File: config.mk
export PLATFORM = sky130hd
export DESIGN_NAME = k_wctl_t3
export DESIGN_NICKNAME = d
export VERILOG_FILES = /design/src/rtl/k_fifo_pkg.sv /design/src/rtl/k_ptr_t2.sv /design/src/rtl/k_wctl_t3.sv
export SDC_FILE = /design/constraint.sdc
export NUM_CORES = 1
export LEC_CHECK = 0
export CAP_MARGIN = 25
export CORE_UTILIZATION = 45
export DETAILED_ROUTE_END_ITERATION = 8
export PLACE_DENSITY = 0.77
export SYNTH_ARGS = -nofsm -noshare
export SYNTH_HDL_FRONTEND = slang
export SYNTH_HIERARCHICAL = 1
export SYNTH_SLANG_ARGS = --single-unit
File: constraint.sdc
create_clock -name wclk -period 2.9 [get_ports wclk]
set_input_delay 0.435 -clock wclk [delete_from_list [all_inputs] [get_ports wclk]]
set_output_delay 0.435 -clock wclk [all_outputs]
set_load 0.1 [all_outputs]
File: src/rtl/k_fifo_pkg.sv
// Shared async-FIFO helpers: depth derivation and Gray/binary conversion.
// The conversions are width-generic: callers zero-extend into PTR_MAX_W bits and keep the low bits.
package k_fifo_pkg;

    localparam int unsigned PTR_MAX_W = 32;

    function automatic int unsigned fifo_depth(input int unsigned addr_size);
        return 32'd1 << addr_size;
    endfunction

    function automatic logic [PTR_MAX_W-1:0] bin2gray(input logic [PTR_MAX_W-1:0] bin);
        return bin ^ (bin >> 1);
    endfunction

    function automatic logic [PTR_MAX_W-1:0] gray2bin(input logic [PTR_MAX_W-1:0] gray);
        logic [PTR_MAX_W-1:0] bin;
        bin[PTR_MAX_W-1] = gray[PTR_MAX_W-1];
        for (int i = PTR_MAX_W - 2; i >= 0; i--) begin
            bin[i] = bin[i+1] ^ gray[i];
        end
        return bin;
    endfunction

endpackage

File: src/rtl/k_ptr_t2.sv
// Binary + Gray pointer pair with an increment enable; shared by the write and read controls.
// Exposes the next-state values so the owner can build registered flags from them.
module k_ptr_t2
    import k_fifo_pkg::*;
#(
    parameter int unsigned addr_size = 4
) (
    input  logic               clk,
    input  logic               rst_n,
    input  logic               inc_i,
    output logic [addr_size:0] bin_o,
    output logic [addr_size:0] gray_o,
    output logic [addr_size:0] bnext_o,
    output logic [addr_size:0] gnext_o
);

    localparam int unsigned PW = addr_size + 1;

    logic [PW-1:0]        bin_q;
    logic [PW-1:0]        gray_q;
    logic [PW-1:0]        bnext_d;
    logic [PW-1:0]        gnext_d;
    logic [PTR_MAX_W-1:0] gray_ext;
    logic                 unused_gray_hi;

    assign bnext_d        = bin_q + PW'(inc_i);
    assign gray_ext       = bin2gray(PTR_MAX_W'(bnext_d));
    assign gnext_d        = gray_ext[PW-1:0];
    assign unused_gray_hi = |gray_ext[PTR_MAX_W-1:PW];

    // NOTE: sequential state uses non-blocking assignments so every register samples pre-edge values.
    always_ff @(posedge clk or negedge rst_n) begin
        if (!rst_n) begin
            bin_q  <= '0;
            gray_q <= '0;
        end else begin
            bin_q  <= bnext_d;
            gray_q <= gnext_d;
        end
    end

    assign bin_o   = bin_q;
    assign gray_o  = gray_q;
    assign bnext_o = bnext_d;
    assign gnext_o = gnext_d;

endmodule

File: src/rtl/k_wctl_t3.sv
// Write-side control of the async FIFO: pointers, registered full/almost-full/level and sticky overflow.
// wrst_n is expected to be released synchronously to wclk by the FIFO's reset bridge.
module k_wctl_t3
    import k_fifo_pkg::*;
#(
    parameter int unsigned addr_size    = 4,
    parameter int unsigned afull_margin = 2
) (
    input  logic                 wclk,
    input  logic                 wrst_n,
    input  logic                 wput,
    input  logic [addr_size:0]   wq2_rptr,
    input  logic                 ovf_clr,
    output logic                 wen,
    output logic [addr_size-1:0] waddr,
    output logic [addr_size:0]   wptr,
    output logic                 wfull,
    output logic                 wafull,
    output logic [addr_size:0]   wlevel,
    output logic                 wovf
);

    localparam int unsigned PW                 = addr_size + 1;
    localparam int unsigned DEPTH              = fifo_depth(addr_size);
    localparam logic [PW-1:0] AFULL_THRESH     = PW'(DEPTH - afull_margin);

    if (afull_margin < 1 || afull_margin > DEPTH - 1) begin : g_bad_margin
        $fatal(1, "k_wctl_t3: afull_margin must lie in 1..DEPTH-1");
    end

    logic [PW-1:0]        wbin;
    logic [PW-1:0]        bnext;
    logic [PW-1:0]        gnext;
    logic [PW-1:0]        rbin;
    logic [PTR_MAX_W-1:0] rbin_ext;
    logic [PW-1:0]        level_d;
    logic                 unused_ok;

    logic          wfull_q,  wfull_d;
    logic          wafull_q, wafull_d;
    logic [PW-1:0] wlevel_q;
    logic          wovf_q,   wovf_d;

    // Registered full flag makes a push in the cycle the read pointer moves still drop.
    assign wen = wput & ~wfull_q;

    k_ptr_t2 #(
        .addr_size (addr_size)
    ) u_wptr (
        .clk     (wclk),
        .rst_n   (wrst_n),
        .inc_i   (wen),
        .bin_o   (wbin),
        .gray_o  (wptr),
        .bnext_o (bnext),
        .gnext_o (gnext)
    );

    assign waddr     = wbin[addr_size-1:0];
    assign rbin_ext  = gray2bin(PTR_MAX_W'(wq2_rptr));
    assign rbin      = rbin_ext[PW-1:0];
    assign unused_ok = ^{rbin_ext[PTR_MAX_W-1:PW], wbin[addr_size]};

    // Level uses the synchronised (stale) read pointer, so it can only over-report.
    assign level_d  = bnext - rbin;
    assign wfull_d  = (gnext == {~wq2_rptr[addr_size:addr_size-1], wq2_rptr[addr_size-2:0]});
    assign wafull_d = (level_d >= AFULL_THRESH);
    assign wovf_d   = (wput & wfull_q) | (wovf_q & ~ovf_clr);

    always_ff @(posedge wclk or negedge wrst_n) begin
        if (!wrst_n) begin
            wfull_q  <= 1'b0;
            wafull_q <= 1'b0;
            wlevel_q <= '0;
            wovf_q   <= 1'b0;
        end else begin
            wfull_q  <= wfull_d;
            wafull_q <= wafull_d;
            wlevel_q <= level_d;
            wovf_q   <= wovf_d;
        end
    end

    assign wfull  = wfull_q;
    assign wafull = wafull_q;
    assign wlevel = wlevel_q;
    assign wovf   = wovf_q;

endmodule

==> summary.txt <==
Floorplanning
  – Die W: 46.2 um
  – Core Box Area: 1780 um^2
  – Die Y: 46.2 um
  – Initial Utilization: 0.493
  – Rows: 15
  – I/O pin total: 27
  – Die Footprint: 2140 um^2

Synth
  – EDFF count, synth: 0
  – Netlist Area Pre-Place: 880 um^2
  – Synthesized area per cell: 12.0 um^2
  – YS warnings: 6
  – Largest cells by area after synthesis: dfrtp_1, xor2_1, ha_1
  – Post-synthesis sequential area ratio: 0.484
  – Share of the synthesized area in the top cell type: 0.484
  – Synth Flop Type: dfrtp_1
  – Post-synth net total: 89
  – Yosys reg bits: 17
  – Post-synth cell types: 21
  – Fraction of registers with async set/reset: 1.00
  – Gate Count Post-Synth: 73
  – Post-synth top area cell: dfrtp_1

GRT
  – First-pass GRT wire length: 2.56 mm
  – Grt ovf: 0
  – Largest net degree at the start of global routing: 18
  – Total Routing Usage GR: 0.185
  – Vias in the first global route: 581
  – Initial antenna violation count: 0

Clocking
  – H-tree Lvls: 1
  – Clock-pin slew on the worst setup and hold paths: 0.09 ns
  – CTS tree: done
  – CTS Buf Count: 3
  – # Post-CTS Setup Buffers: 0
  – CTS Sinks: 17
  – Clk buf depth: 2
  – Root Buffer: clkbuf_4
  – Hold Buf Count CTS: 0
  – Post-cts resize count: 0
  – Worst skew pair latency: 0.29 ns

Cells and area
  – Most common cell after layout, fill and taps aside: buf_4
  – Fin nets: 125
  – Final Core Density: 0.686
  – Share of layout cells above drive strength 1: 0.352
  – Final cell count without fillers: 133
  – Layout filler cell count: 137
  – Layout area overhead: 39.1%
  – Final Instance Area: 1220 um^2
  – Antenna diodes: 0
  – Most frequent cells in the layout: buf_4, dfrtp_1, xor2_1

Timing
  – Setup violations, final: 0
  – F_max: 379 MHz
  – Final Cycle Share: 0.909
  – Final-report max-slew violation count: 0
  – Final hold vios: 0
  – RSZ-0062 raised after global routing: no
  – Hold slack: 0.549 ns
  – Relative slew slack: 0.507
  – Tmin final: 2.64 ns
  – Worst Clk Skew: 0.00281 ns
  – Worst-margin pin slew: 0.737 ns

Hold path
  – Worst min path class: reg -> reg

Detailed routing
  – Final antenna-violating net count: 0
  – First drt pass iteration count: 4
  – Routed len/inst: 12.4 um
  – 1st-iter DRT viols: 4
  – Vias: 602
  – DR DRC count: 0
  – Total Routed Length: 1.65 mm
  – Via density per instance: 4.53

Run
  – Maxcap violations: 0

Place
  – Dpl cells: 129
  – Gpl congestion: 0.749
  – DPL Wire Length: 1.38 mm
  – Placed Instance Area: 1200 um^2
  – Port Buffers: 26

Setup path
  – Crit path kind: in -> reg
  – CP arrival: 2.82 ns
  – Flop2flop setup slack: 0.51 ns
  – Worst setup SP type: input port
  – CP max FO: 2
  – Worst setup EP type: register
  – Critical Path RT: 3.09 ns

Run status
  – Outcome: finished, final reports clean
-- critical path: stages --
cell             delay (ns)
clkdlybuf4s50_1        0.45
xnor2_2                0.24
xor2_2                 0.22
xor2_2                 0.19
xnor2_1                0.09
ha_1                   0.20
fa_1                   0.37
nand2b_1               0.15
a21oi_1                0.15
xnor2_1                0.10
a31o_2                 0.22
-- metal layers --
layer	part of all wire	vias up	global-route usage	routed length, um
li1	-	302	-	-
met1	0.42	275	0.226	697
met2	0.49	21	0.296	816
met3	0.062	4	0.0353	102
met4	0.022	0	0.124	36
met5	0	-	0	0
-- stage by stage --
step	setup slack, ns	TNS (ns)
finish	0.263	0
global route	0.0996	0
floorplan	0.00985	0
global placement	0.00729	0
detailed placement	-0.0594	-0.0594
CTS	0.250	0
-- synth_stat cells (2+ instances only) --
master,n
xnor2_1,7
dfrtp_1,17
buf_4,2
ha_1,6
a21oi_1,2
nand3_1,3
inv_1,6
xor2_2,2
o21ai_0,2
nand2_1,4
nor2_1,2
xor2_1,11
-- state kept, by name, summed over array words and instances (netlist names) --
name and flops:
u_wptr/bin_o 5, wlevel 5, u_wptr/gray_o 4, wafull 1, wfull 1, wovf 1
-- final cells by class --
cell class                      instances  area [um^2]  share of cell area
Inverter                                6         22.5              0.0184
Multi-Input combinational cell         48          447               0.365
Sequential cell                        17          429               0.351
Timing Repair Buffer                   33          268               0.219
Tap cell                               25         31.3              0.0256
Clock buffer                            4         26.3              0.0215
-- cells by family (layout without fill, tap and decap cells) --
logic type	after synthesis	after routing	share of synthesized area
fa+ha+maj	7	7	0.108
flops	17	17	0.484
buf+inv	8	43	0.0427
compound gates	7	7	0.0612
simple gates	13	13	0.0697
xor+xnor	21	21	0.235
-- worst paths after layout --
kind                                       from             endpoint  cells past startpoint
worst max-delay path                wq2_rptr[4]     wafull$_DFF_PN0_                     11
max in group asynchronous                wrst_n      wfull$_DFF_PN0_                      1
worst min-delay path             wovf$_DFF_PN0_       wovf$_DFF_PN0_                      2
min in group asynchronous                wrst_n  wlevel[4]$_DFF_PN0_                      1
worst min register to register   wovf$_DFF_PN0_       wovf$_DFF_PN0_                      2
worst max register to register  wfull$_DFF_PN0_     wafull$_DFF_PN0_                      9
Power is left out: the tool's default activity adds up to more than one toggle a clock period on the data nets, which glitch-free logic cannot reach.
